$ cat src/rtl/bool_sweep_eval.sv
// Sequential truth-table evaluator: latches an N_IN-input function on start and
// streams every input vector with its output over a valid/ready interface.
module bool_sweep_eval #(
  parameter int N_IN = 3
) (
  input  logic                  clk,
  input  logic                  rst_n,
  input  logic                  start,
  input  logic [(1<<N_IN)-1:0]  func_tt,
  input  logic                  gray_mode,
  output logic [N_IN-1:0]       out_vec,
  output logic                  out_s,
  output logic                  out_valid,
  input  logic                  out_ready,
  output logic                  busy,
  output logic                  done,
  output logic [N_IN:0]         ones_cnt
);

  localparam int TT_W = 1 << N_IN;
  localparam logic [N_IN:0] LAST_IDX = (N_IN+1)'(TT_W - 1);

  typedef enum logic [1:0] {IDLE, RUN, DONE} state_t;

  state_t            state_q, state_d;
  logic [N_IN:0]     idx_q;
  logic [TT_W-1:0]   tt_q;
  logic              mode_q;
  logic [N_IN:0]     ones_q;
  logic [N_IN-1:0]   bin_vec;
  logic              fire;
  logic              last_beat;

  // NOTE: sequential state uses non-blocking assignments so every register
  // samples pre-edge values regardless of statement order.
  always_ff @(posedge clk or negedge rst_n) begin
    if (!rst_n) state_q <= IDLE;
    else        state_q <= state_d;
  end

  // NOTE: every output of this block gets a default first, so no path leaves
  // a signal unassigned and no latch is inferred.
  always_comb begin
    state_d   = state_q;
    out_valid = 1'b0;
    busy      = 1'b0;
    done      = 1'b0;
    unique case (state_q)
      IDLE: if (start) state_d = RUN;
      RUN: begin
        out_valid = 1'b1;
        busy      = 1'b1;
        if (out_ready && last_beat) state_d = DONE;
      end
      DONE: begin
        done    = 1'b1;
        state_d = IDLE;
      end
      default: state_d = IDLE;
    endcase
  end

  // Handshake is qualified by state, not by out_valid, so out_ready never
  // reaches an output combinationally.
  assign fire      = (state_q == RUN) && out_ready;
  assign last_beat = (idx_q == LAST_IDX);

  always_ff @(posedge clk or negedge rst_n) begin
    if (!rst_n) begin
      idx_q  <= '0;
      tt_q   <= '0;
      mode_q <= 1'b0;
      ones_q <= '0;
    end else if (state_q == IDLE && start) begin
      idx_q  <= '0;
      tt_q   <= func_tt;
      mode_q <= gray_mode;
      ones_q <= '0;
    end else if (fire) begin
      ones_q <= ones_q + (N_IN+1)'(out_s);
      // Index holds at the last vector; it never wraps within a sweep.
      if (!last_beat) idx_q <= idx_q + (N_IN+1)'(1);
    end
  end

  assign bin_vec  = idx_q[N_IN-1:0];
  assign out_vec  = mode_q ? (bin_vec ^ (bin_vec >> 1)) : bin_vec;
  assign out_s    = tt_q[out_vec];
  assign ones_cnt = ones_q;

endmodule

$ cat config.mk
export PLATFORM = sky130hd
export DESIGN_NAME = bool_sweep_eval
export DESIGN_NICKNAME = d
export VERILOG_FILES = /design/src/rtl/bool_sweep_eval.sv
export SDC_FILE = /design/constraint.sdc
export NUM_CORES = 1
export LEC_CHECK = 0
export BUFFER_PORTS_ARGS = -buffer_cell sky130_fd_sc_hd__clkbuf_2
export CORE_MARGIN = 2
export CORE_UTILIZATION = 46
export DETAILED_ROUTE_END_ITERATION = 8
export GPL_ROUTABILITY_DRIVEN = 0
export HOLD_SLACK_MARGIN = 0.06
export PLACE_DENSITY = 0.75
export SLEW_MARGIN = 10
export SYNTH_ARGS = -nofsm -noshare
export SYNTH_HDL_FRONTEND = slang
export SYNTH_SLANG_ARGS = --single-unit
$ cat constraint.sdc
create_clock -name clk -period 2.46 [get_ports clk]
set_clock_uncertainty 0.15 [all_clocks]
set_input_delay 0.123 -clock clk [delete_from_list [all_inputs] [get_ports clk]]
set_output_delay 0.123 -clock clk [all_outputs]
set_load 0.02 [all_outputs]
==> metrics.md <==
| Metric | Value |
|---|---|
| Vias | 844 |
| Max-cap violations | 0 |
| Worst Hold Class | input port to async pin |
| Critical Path, Cell by Cell | ha_4, mux2_4, or2_0, a221o_1, a21oi_4, ha_4, ha_4, mux2i_1, nor2_1 |
| Grt peak-use layer | met2 |
| Most frequent cell on the critical path | ha_4 |
| Post-Syn Nets | 108 |
| Final hold violations | 0 |
| Number of top-level pins | 24 |
| Final Instance Area | 1393 um2 |
| Post-synthesis sequential area ratio | 47.62% |
| Setup CP Type | flip-flop to flip-flop |
| Crit path required time | 2.51 ns |
| TritonCTS Buffers | 3 |
| Stages on the worst setup path | 9 |
| Drt first pass iters | 4 |
| Tcrit/Tclk final | 99.81% |
| Commonest non-fill, non-tap cell in the layout | clkbuf_2 |
| Met2 usage | 34.43% |
| Layout cells sized above 1 | 44.70% |
| WP data arrival | 2.51 ns |
| Gr usage total | 19.40% |
| Largest net degree at the start of global routing | 20 |
| FP Rows | 16 |
| Leakage | 0.6515 nW |
| Max Slew Vio Count | 0 |
| PortBufs | 23 |
| Worst path slowest cell | dfrtp_2 |
| Vias per cell | 5.308 |
| Fmax | 407.3 MHz |
| Worst-path clk slew | 0.11 ns |
| DPL Wire Length | 1.522 mm |
| Synth Cell Area | 998.5 um2 |
| Worst-Margin Slew | 0.4836 ns |
| Non-Filler Instances | 159 |
| Critical path startpoint category | flip-flop |
| Final ANT Viol Nets | 0 |
| Initial antenna violation count | 0 |
| Number of global-route vias before repair | 845 |
| Cells after synthesis | 91 |
| CP max stage delay | 0.44 ns |
| Placed cells | 141 |
| DP Worst Slack | -0.03658 ns |
| Most frequent cells in the layout | clkbuf_2, dfrtp_1, mux2_2, dlygate4sd3_1, nor2_1 |
| Avg Cell Area, Syn | 10.97 um2 |
| Register-to-Register Path Depth | 9 |
| Final setup viols | 0 |
| DRT iter0 DRCs | 8 |
| Max clock buf depth | 2 |
| Unrepaired setup endpoints after global routing | yes |
| Core Util, Final | 69.56% |
| Initial Utilization | 49.88% |
| CTS H-tree lvls | 1 |
| Syn-to-layout area delta | 39.47% |
| Synth unique cells | 30 |
| #FFs+latches synth | 19 |
| Power per cell area | 1443 nW/um2 |
| Clk root buf | clkbuf_4 |
| Total Nets Final | 150 |
| Status | finished, final reports clean |
| Clk sinks | 19 |
| Largest fanout on the critical path | 3 |
| Yosys warns | 0 |
| CP endpoint kind | flip-flop |
| Full die area | 2559 um2 |
| Placed Area | 1196 um2 |
| Worst-Skew Late Latency | 0.30 ns |
| Core area | 2002 um2 |
| Routed len/inst | 13.61 um |
| Routing usage on met3 | 4.464% |
| Final worst slack | 0.004700 ns |
| Family with the most delay on the worst path | adder cells |
| CTS tree | built |
| Tmin final | 2.455 ns |
| # DRC | 0 |
| First-pass GRT wire length | 3.663 mm |
| Setup TNS | 0 ns |
| Worst slew margin | 67.76% |
| Die height | 50.59 um |
| Maximum VDD drop | 0.8568 mV |
| Final WL | 2.164 mm |
| Buffers & Inverters on Critical Path | 0 |
| GRT Residual Overflow | 0 |
| Die width | 50.59 um |
| # diodes | 0 |
| Met1 Use GR | 22.46% |
through the flow:
stage / power (mW) / hold WS [ns]
after global routing: 2.167 / 0.1663
after detailed placement: 1.717 / -0.04284
after global placement: 1.649 / -0.05679
final: 2.010 / 0.1404
after CTS: 1.981 / 0.1577
after floorplan: 1.404 / -0.3226
power breakdown:
part / leakage (nW) / internal, mW / total (mW) / switching [mW]
Combinational: 0.403 / 0.633 / 1.25 / 0.618
Sequential: 0.231 / 0.463 / 0.595 / 0.132
Clock: 0.0177 / 0.0608 / 0.164 / 0.103
Total: 0.652 / 1.16 / 2.01 / 0.853
cell usage after synthesis:
master	n	area, um2
nand2_1	8	30.03
dfrtp_1	19	475.5
clkbuf_1	1	3.750
o21a_1	1	7.510
o21ai_0	1	5.000
a31oi_1	2	12.51
nor2b_1	3	18.77
nor2_1	9	33.78
mux2_2	11	123.9
nand3_1	1	5.000
nor3_1	1	5.000
xor2_1	4	35.03
buf_2	2	10.01
a21oi_2	1	8.760
nand3b_1	1	7.510
and3b_1	1	8.760
or2_0	1	6.260
a21oi_1	2	10.01
inv_1	4	15.01
nand2b_1	1	6.260
buf_4	2	15.01
mux2_4	1	15.01
o2bb2ai_1	1	8.760
nor3b_1	1	7.510
a32o_2	1	11.26
and2b_4	1	10.01
a221o_1	1	10.01
mux2i_1	3	30.03
nand4_1	2	12.51
ha_1	4	50.05
logic make-up after synthesis:
| family | count (synthesis) | synth area share, % |
|---|---|---|
| adders and majority gates | 4 | 5.013 |
| xor gates and xnor gates | 4 | 3.508 |
| muxes | 15 | 16.92 |
| and+or+nand+nor | 30 | 15.16 |
| AOI/OAI and AO/OA | 10 | 7.393 |
| buffers and inverters | 9 | 4.385 |
| DFF | 19 | 47.62 |
layer usage:
metal,wire [um],vias to the layer above
met2,1153,28
li1,-,393
met1,878,420
met3,106,3
met4,25,0
met5,0,-
area by class of cell:
cell class / instances / area [um2]
Multi-Input combinational cell: 63 / 550.5
Timing Repair Buffer: 42 / 287.8
Inverter: 4 / 15.01
Clock buffer: 3 / 22.52
Tap cell: 27 / 33.78
Sequential cell: 19 / 478.0
Fill cell: 173 / 609.3
Clock inverter: 1 / 5.005
worst paths after layout:
kind	slack (ns)	end	startpoint
worst min register to register	0.38	tt_q[7]	tt_q[7]
min in group clk	0.21	ones_cnt[3]	start
max in group asynchronous	1.67	idx_q[0]	rst_n
worst min-delay path	0.14	tt_q[1]	rst_n
worst max-delay path	0.005	ones_cnt[1]	idx_q[0]
worst max register to register	0.005	ones_cnt[1]	idx_q[0]
flip-flops by register name, indices dropped and copies added, names as in the netlist:
signal / flops
idx_q: 4
mode_q: 1
ones_cnt: 4
state_q: 2
tt_q: 8
timing repair:
item	in CTS	in global routing
buffers inserted	3	0
pin swaps	6	4
resized for setup	2	3
hold buffers	11	0
hold endpoints to repair	30	0
setup endpoints to repair	3	5
Note: power is estimated with default switching activity, not from simulation.
